==> src/rtl/oled_byte_arbiter.sv <==
// Round-robin arbiter that shares the oled_cntrl byte port between NUM_REQ packet sources.
// A grant is held for a whole packet, and every byte goes through a 4-phase valid/done handshake.
module oled_byte_arbiter #(
  parameter int NUM_REQ     = 2,
  parameter int PKT_TIMEOUT = 0,
  parameter int CELLS       = 64
) (
  input  logic                       clock,
  input  logic                       reset,
  input  logic [NUM_REQ-1:0]         req_valid,
  input  logic [8*NUM_REQ-1:0]       req_data,
  input  logic [NUM_REQ-1:0]         req_last,
  output logic [NUM_REQ-1:0]         req_ready,
  output logic [7:0]                 oled_data,
  output logic                       oled_data_valid,
  input  logic                       oled_done,
  output logic [2:0]                 grant_id,
  output logic                       busy,
  output logic [$clog2(CELLS)-1:0]   cursor,
  output logic                       timeout_pulse,
  output logic [1:0]                 fsm_state
);

  localparam int CW = $clog2(CELLS);
  localparam int GW = (PKT_TIMEOUT > 1) ? $clog2(PKT_TIMEOUT) : 1;

  typedef enum logic [1:0] {ARB = 2'd0, LOAD = 2'd1, SEND = 2'd2, RELEASE = 2'd3} state_t;

  state_t          state, state_next;
  logic [2:0]      last_grant, pick;
  logic            any_valid, sel_valid, sel_last, last_q;
  logic [7:0]      sel_data;
  logic [GW-1:0]   gap;
  logic            load_ok, timed_out;
  logic            do_grant, do_load, do_wait, do_sent, do_close;

  // First requester with valid set, searching upward from the one after last_grant.
  always_comb begin
    pick = 3'd0;
    for (int k = NUM_REQ; k >= 1; k--) begin
      for (int i = 0; i < NUM_REQ; i++) begin
        if (req_valid[i] && (i == (int'(last_grant) + k) % NUM_REQ)) pick = 3'(i);
      end
    end
  end

  always_comb begin
    sel_valid = 1'b0;
    sel_last  = 1'b0;
    sel_data  = 8'h00;
    for (int i = 0; i < NUM_REQ; i++) begin
      if (grant_id == 3'(i)) begin
        sel_valid = req_valid[i];
        sel_last  = req_last[i];
        sel_data  = req_data[8*i +: 8];
      end
    end
  end

  assign any_valid = |req_valid;
  assign load_ok   = sel_valid && !oled_done;
  assign timed_out = (PKT_TIMEOUT != 0) && (32'(gap) == 32'(PKT_TIMEOUT - 1));

  always_ff @(posedge clock) begin
    if (reset) state <= ARB;
    else       state <= state_next;
  end

  always_comb begin
    state_next = state;
    case (state)
      ARB:     if (any_valid) state_next = LOAD;
      LOAD:    if (load_ok) state_next = SEND;
               else if (timed_out) state_next = ARB;
      SEND:    if (oled_done) state_next = RELEASE;
      RELEASE: if (!oled_done) state_next = last_q ? ARB : LOAD;
      default: state_next = ARB;
    endcase
  end

  // Byte handshake: req_ready[i] pulses on the cycle the granted byte is taken; toward
  // oled_cntrl, data_valid rises with data stable, falls on done=1, next byte only after done=0.
  always_comb begin
    do_grant  = (state == ARB) && any_valid;
    do_load   = (state == LOAD) && load_ok;
    do_wait   = (state == LOAD) && !load_ok;
    do_sent   = (state == SEND) && oled_done;
    do_close  = (state == RELEASE) && !oled_done && last_q;
    fsm_state = state;
  end

  always_ff @(posedge clock) begin
    if (reset) begin
      req_ready       <= '0;
      oled_data       <= 8'h00;
      oled_data_valid <= 1'b0;
      grant_id        <= 3'd0;
      busy            <= 1'b0;
      cursor          <= '0;
      timeout_pulse   <= 1'b0;
      last_grant      <= 3'(NUM_REQ - 1);
      last_q          <= 1'b0;
      gap             <= '0;
    end else begin
      req_ready     <= '0;
      timeout_pulse <= 1'b0;
      if (do_grant) begin
        grant_id <= pick;
        busy     <= 1'b1;
        gap      <= '0;
      end
      if (do_load) begin
        oled_data       <= sel_data;
        last_q          <= sel_last;
        oled_data_valid <= 1'b1;
        gap             <= '0;
        for (int i = 0; i < NUM_REQ; i++) req_ready[i] <= (grant_id == 3'(i));
      end
      if (do_wait) begin
        if (timed_out) begin
          timeout_pulse <= 1'b1;
          last_grant    <= grant_id;
          busy          <= 1'b0;
          gap           <= '0;
        end else if (PKT_TIMEOUT != 0) begin
          gap <= gap + 1'b1;
        end
      end
      if (do_sent) begin
        oled_data_valid <= 1'b0;
        cursor          <= (cursor == CW'(CELLS - 1)) ? '0 : cursor + 1'b1;
      end
      if (do_close) begin
        last_grant <= grant_id;
        busy       <= 1'b0;
      end
    end
  end

endmodule

==> config.mk <==
export PLATFORM = sky130hd
export DESIGN_NAME = oled_byte_arbiter
export DESIGN_NICKNAME = d
export VERILOG_FILES = /design/src/rtl/oled_byte_arbiter.sv
export SDC_FILE = /design/constraint.sdc
export NUM_CORES = 1
export LEC_CHECK = 0
export ABC_CLOCK_PERIOD_IN_PS = 1600
export CAP_MARGIN = 40
export CORE_ASPECT_RATIO = 1.1
export CORE_MARGIN = 2
export CORE_UTILIZATION = 38
export DETAILED_ROUTE_END_ITERATION = 7
export GPL_TIMING_DRIVEN = 0
export HOLD_SLACK_MARGIN = 0.03
export PLACE_DENSITY = 0.76
export SLEW_MARGIN = 20
export SYNTH_ARGS = -nofsm -noshare
export SYNTH_HDL_FRONTEND = slang
export SYNTH_SLANG_ARGS = --single-unit
==> constraint.sdc <==
create_clock -name clock -period 1.6 [get_ports clock]
set_clock_uncertainty 0.1 [all_clocks]
set_input_delay 0.24 -clock clock [delete_from_list [all_inputs] [get_ports clock]]
set_output_delay 0.24 -clock clock [all_outputs]
set_load 0.05 [all_outputs]
==> flow_summary_export.csv, run 1 <==
group,metric,value,unit
worst_setup_path,cp-endpoint,"fsm_state[1]",
worst_setup_path,ff2ff_setup_slack,-0.06,ns
finish,synthToLayoutAreaGrowth,48.5,%
drt,remaining_drc_errors,0,
clock_network,cts_root_buf,"clkbuf_4",
run_status,violations,"negative setup slack",
clock_network,h-tree-depth,1,
floorplan,fp.dieH,61.5,um
timing,fin_crit_sh,104,%
pwr,power,0.00205,W
worst_setup_path,crit_required,1.75,ns
drt,ant_nets,0,
timing,rsz0062_at_grt,"true",
global_route,grt_use_total,16.1,%
finish,nets,205,
global_route,grt_pass1_vias,1027,
yosys,ys_ff_latch,23,
finish,n_antenna_cell,0,
timing,hold_viol,0,
worst_setup_path,reg2reg_from,"fsm_state[0]",
placement,place_ws,-0.311,ns
yosys,synth.avg_cell_area,9.35,um^2
timing,slew-limit-headroom,65.9,%
pwr,peakVddDrop,0.972,mV
finish,fillerInstances,261,
floorplan,die_area,3460,um^2
finish,layout-drive-gt1-share,21.7,%
timing,min_period,1.66,ns
run_status,outcome,"finished, violations left",
worst_setup_path,critPathLaunch,"fsm_state[0]",
global_route,antenna_found_initial,0,
drt,drt_iter0_drc,10,
worst_setup_path,crit_path_max_fanout,4,
clock_network,cts.sink_count,23,
floorplan,core,2800,um^2
worst_setup_path,start_kind,"register",
yosys,ys_seq_area_share,40.4,%
drt,routedWlPerCell,12.9,um
worst_setup_path,crit_arrival,1.81,ns
floorplan,num_io_pins,47,
drt,vias,1044,
flow_run,cap_violations,0,
placement,portBuffers,43,
floorplan,chipWidth,56.3,um
yosys,synth-warning-count,0,
worst_setup_path,end_kind,"register",
drt,drt-pass1-iter-count,2,
floorplan,rows,20,
worst_setup_path,reg2reg_to,"fsm_state[1]",
yosys,yosysUniqueCellTypes,34,
floorplan,initial_core_util,40.7,%
timing,tightest_slew,0.513,ns
drt,post_drt_via_cell_ratio,5.02,
drt,wirelength,2670,um
yosys,synth_edf_count,0,
worst_setup_path,critical_path_class,"reg -> reg",
timing,fin_hold_ws,0.403,ns
finish,fin_util,60.4,%
yosys,synthFlopType,"dfxtp_1",
pwr,power.density,1210,nW/um^2
clock_network,cts_tree,"done",
timing,drv_slew,0,
yosys,async_flop_share,0,%
finish,final_common_cell,"clkdlybuf4s50_1",
timing,setup_viol,2,
timing,setup_slack,-0.0583,ns
clock_network,cts_buffers,3,
yosys,synth_area,1140,um^2
worst_setup_path,ff2ff_path_depth,6,
finish,layout_common_cells,"clkdlybuf4s50_1 (21), dfxtp_1 (18), nor2_1 (17)",
placement,gp_congestion,0.793,
clock_network,clk_latency,0.31,ns
timing,fmax,603,MHz
pwr,leakage,0.703,nW
placement,placedCellCount,200,
global_route,grt_start_max_net_pins,13,
finish,fin_cells,208,
hold_path,hp-class,"reg -> reg",
placement,hpwl,2050,um
global_route,grt_pass1_wl,4310,um
yosys,synth_cells,122,
clock_network,clkTransAtPathRegs,0.13,ns
clock_network,cts_buffer_depth,2,
global_route,overflow,0,
## layout make-up
class | instances | area, um^2 | share of cell area (%)
Timing Repair Buffer | 47 | 422 | 24.9
Sequential cell | 23 | 472 | 27.8
Buffer | 10 | 72.6 | 4.28
Tap cell | 33 | 41.3 | 2.44
Inverter | 3 | 13.8 | 0.812
Multi-Input combinational cell | 88 | 647 | 38.2
Clock buffer | 4 | 26.3 | 1.55
## cells in the mapped netlist (all sizes together) (2+ instances only)
cell    instances  area, um^2
a21oi           6        30.0
nor3b           2        20.0
buf             8        58.8
a211oi          9        67.6
nand2           7        26.3
nor3            3        15.0
a211o           2        17.5
ha              6        75.1
inv             3        11.3
mux2i          11         110
nand3           2        10.0
dfxtp          23         460
xor2            2        17.5
nor2b           2        12.5
nor2           17        63.8
o21ai           3        15.0
clkbuf          2        7.51
## worst max-delay path, cell delays in order (launching register included)
cell     delay (ns)
dfxtp_4        0.39
inv_4          0.05
ha_4           0.15
nor2b_4        0.11
a221o_1        0.29
or3b_1         0.38
a21oi_2        0.11
## worst min path at each step
stage               depth (start not counted)  slack [ns]       startpoint               to
detailed placement                          2        0.39     oled_data[0]     oled_data[0]
global placement                            2        0.38  oled_data_valid  oled_data_valid
CTS                                         2        0.41     oled_data[0]     oled_data[0]
floorplan                                   1        0.21            reset        cursor[0]
global route                                2        0.42     oled_data[0]     oled_data[0]
finish                                      2        0.40     oled_data[0]     oled_data[0]
## sequential cells by signal (all words and copies together) (netlist names)
name and count:
last_grant 1, req_ready 2, oled_data 8, fsm_state 2, grant_id 1, cursor 6, last_q 1, busy 1
oled_data_valid 1
## stage by stage
step | TNS [ns] | instance area (um^2)
2_1_floorplan | -0.111 | 1160
3_3_place_gp | -2.62 | 1640
3_5_place_dp | -3.02 | 1640
4_1_cts | -0.138 | 1700
5_1_grt | -0.665 | 1690
6_report | -0.115 | 1690
## layer usage
layer	track usage [%]	share of wire, %
met1	16.4	39
met2	31.3	53
met3	4.41	7.0
met4	7.14	0.71
met5	0	0
## logic make-up (layout without fill, tap and decap cells)
logic type                 count (synthesis)  after routing  synth area share, %
DFF                                       23             23                 40.4
adders and majority gates                  6              6                 6.58
AOI/OAI and AO/OA                         24             24                 14.5
xor gates and xnor gates                   3              3                 2.30
muxes                                     11             11                 9.65
and+or+nand+nor                           41             41                 19.5
buffers and inverters                     13             64                 6.80
other                                      1              3                0.329
## what timing repair did
item	CTS	global route
hold buffers	0	0
setup buffers	3	1
setup endpoints to repair	24	17
resized for setup	38	9
pin swaps	4	2
## power breakdown
group	leakage, nW	switching [W]	total (W)	internal (W)
clock network	0.0150	0.000176	0.000274	0.0000973
logic	0.499	0.000597	0.00103	0.000428
registers	0.190	0.0000785	0.000746	0.000667
total	0.703	0.000852	0.00205	0.00119
Note: power is estimated with default switching activity, not from simulation.
==> run 2: changes to the inputs <==
==> constraint.sdc (replaced) <==
create_clock -name clock -period 1.6 [get_ports clock]
set_clock_uncertainty 0.1 [all_clocks]
set_input_delay 0.32 -clock clock [delete_from_list [all_inputs] [get_ports clock]]
set_output_delay 0.32 -clock clock [all_outputs]
set_load 0.05 [all_outputs]
==> run 2 against run 1 <==
  * The run still ends with negative setup slack left
  * Wire length increased by 1.6%
  * Sequential share of layout area decreased by 0.43 points
  * Maximum frequency decreased by 0.61%
  * Sequential cell count unchanged
  * Count of clock-buffer cells in the layout unchanged
  * First-iteration DRC count increased by 20%
  * Setup slack got worse by 0.010 ns
  * Non-clock buffer count increased by 1
  * Total power about the same
  * Critical path type unchanged
  * Largest power group unchanged
==> flow_summary_export.csv, run 2 (synthesis gave the netlist of run 1 again) <==
group,metric,value,unit
clock_network,cts_root_buf,"clkbuf_4",
drt,wirelength,2720,um
timing,drv_slew,0,
pwr,p_sw,0.000848,W
clock_network,cts_buffers,3,
pwr,power_frac_clock,13.4,%
finish,fin_util,61.4,%
floorplan,chipWidth,56.3,um
pwr,power,0.00205,W
timing,min_period,1.67,ns
pwr,power.density,1190,nW/um^2
timing,fin_crit_sh,104,%
finish,layout-drive-gt1-share,27.8,%
finish,regArea,472,um^2
finish,layout_common_cells,"clkdlybuf4s50_1 (21), dfxtp_1 (18), nor2_1 (17)",
worst_setup_path,cpMaxStageDelayCell,"dfxtp_4",
finish,fillerInstances,259,
pwr,combPwrFrac,49.9,%
floorplan,rows,20,
worst_setup_path,crit_path_max_incr_delay,0.40,ns
finish,final_common_cell,"clkdlybuf4s50_1",
global_route,grt_pass1_wl,4330,um
worst_setup_path,crit_chain,"inv_4, ha_4, nor2b_4, a221o_1, or3b_1, a21oi_1",
drt,post_drt_via_cell_ratio,4.97,
global_route,antenna_found_initial,0,
worst_setup_path,critical_path_class,"reg -> reg",
finish,n_antenna_cell,0,
placement,place_ws,-0.391,ns
clock_network,cts.sink_count,23,
drt,ant_nets,0,
finish,top_register,"oled_data",
finish,nets,206,
clock_network,cts_buffer_depth,2,
timing,setup_slack,-0.0685,ns
timing,hold_viol,0,
hold_path,hp-class,"reg -> reg",
worst_setup_path,crit_path_max_fanout,4,
pwr,peakVddDrop,1.02,mV
worst_setup_path,start_kind,"register",
worst_setup_path,crit_required,1.74,ns
finish,multiInputGateArea,633,um^2
clock_network,clk_latency,0.31,ns
drt,drt-pass1-iter-count,4,
timing,setup_viol,3,
worst_setup_path,cp_top_family,"simple AND/OR/NAND/NOR gates",
pwr,leakage,0.659,nW
global_route,grt_start_max_net_pins,13,
placement,gp_congestion,0.793,
clock_network,h-tree-depth,1,
worst_setup_path,crit_arrival,1.81,ns
flow_run,cap_violations,0,
drt,met2WireLength,1420,um
timing,rsz0062_at_grt,"true",
placement,portBuffers,43,
timing,fmax,599,MHz
run_status,outcome,"finished, violations left",
finish,top_regs,"oled_data x8, cursor x6",
floorplan,fp.dieH,61.5,um
drt,remaining_drc_errors,0,
floorplan,die_area,3460,um^2
timing,setup_tns,-0.183,ns
pwr,intPower,0.00120,W
drt,wl_met1,1070,um
placement,placedCellCount,200,
global_route,grt_use_total,16.1,%
worst_setup_path,end_kind,"register",
finish,synthToLayoutAreaGrowth,50.8,%
drt,drt_iter0_drc,12,
run_status,violations,"negative setup slack",
clock_network,clkTransAtPathRegs,0.13,ns
worst_setup_path,crit_buf_inv,1,
drt,routedWlPerCell,13.0,um
global_route,grt_pass1_vias,1016,
floorplan,core,2800,um^2
floorplan,num_io_pins,47,
clock_network,cts_tree,"done",
placement,hpwl,2050,um
finish,largest_reg_flops,8,
drt,top_layer,"met4",
finish,fin_cells,209,
drt,vias,1038,
clock_network,postCtsHoldBufs,0,
floorplan,initial_core_util,40.7,%
pwr,p_sw_share,41.5,%
global_route,overflow,0,
drt,dr_wl_met3,202,um
pwr,p_seq_share,36.7,%
==> run 2: cell types whose count changed in the layout (fill, tap and decap cells not counted), sizes merged <==
cell           previous run  this run
clkbuf                   12        11
clkdlybuf4s15             3        15
buf                      11        13
dlygate4sd2              14         2
==> run 2: power by group through the flow <==
| stage | registers (W) | logic [W] | clock network (W) |
|---|---|---|---|
| detailed placement | 0.000758 | 0.000938 | 0 |
| global placement | 0.000757 | 0.000912 | 0 |
| floorplan | 0.00100 | 0.000400 | 0 |
| finish | 0.000750 | 0.00102 | 0.000274 |
| CTS | 0.000746 | 0.000988 | 0.000285 |
| global route | 0.000764 | 0.00109 | 0.000295 |
==> run 2: cell type report <==
| type | instances | area share, % |
|---|---|---|
| Buffer | 10 | 4.22 |
| Tap cell | 33 | 2.40 |
| Inverter | 3 | 0.800 |
| Multi-Input combinational cell | 88 | 36.8 |
| Clock buffer | 4 | 1.53 |
| Timing Repair Buffer | 48 | 26.8 |
| Sequential cell | 23 | 27.4 |
==> run 2: layer usage <==
metal  global-route usage, %  up-vias
li1                        -      530
met1                    16.6      474
met2                    31.1       32
met3                    4.41        2
met4                    7.14        0
met5                       0        -
==> run 2: repair_timing <==
action,CTS,global route
buffers inserted,3,2
endpoints found under the setup margin,24,19
gates resized for setup,61,11
pin swaps,2,4
==> run 2: final timing paths <==
kind                     start  cells past startpoint            to  slack [ns]
hold / removal    oled_data[0]                      2  oled_data[0]        0.41
setup reg to reg  fsm_state[0]                      6  fsm_state[1]       -0.07
setup / recovery  fsm_state[0]                      6  fsm_state[1]       -0.07
hold reg to reg   oled_data[0]                      2  oled_data[0]        0.41
==> run 2: through the flow <==
step / hold slack, ns / cell area [um^2]
after floorplan: 0.290 / 1160
after global placement: 0.380 / 1640
after detailed placement: 0.392 / 1640
after CTS: 0.410 / 1710
after global routing: 0.423 / 1720
final: 0.405 / 1720
==> run 2: worst register-to-register path: cells and delay by family (launching register included) <==
family / cells / cell delay (ns)
compound gates: 2 / 0.44
fa+ha+maj: 1 / 0.15
flops: 1 / 0.40
buf+inv: 1 / 0.05
simple gates: 2 / 0.46
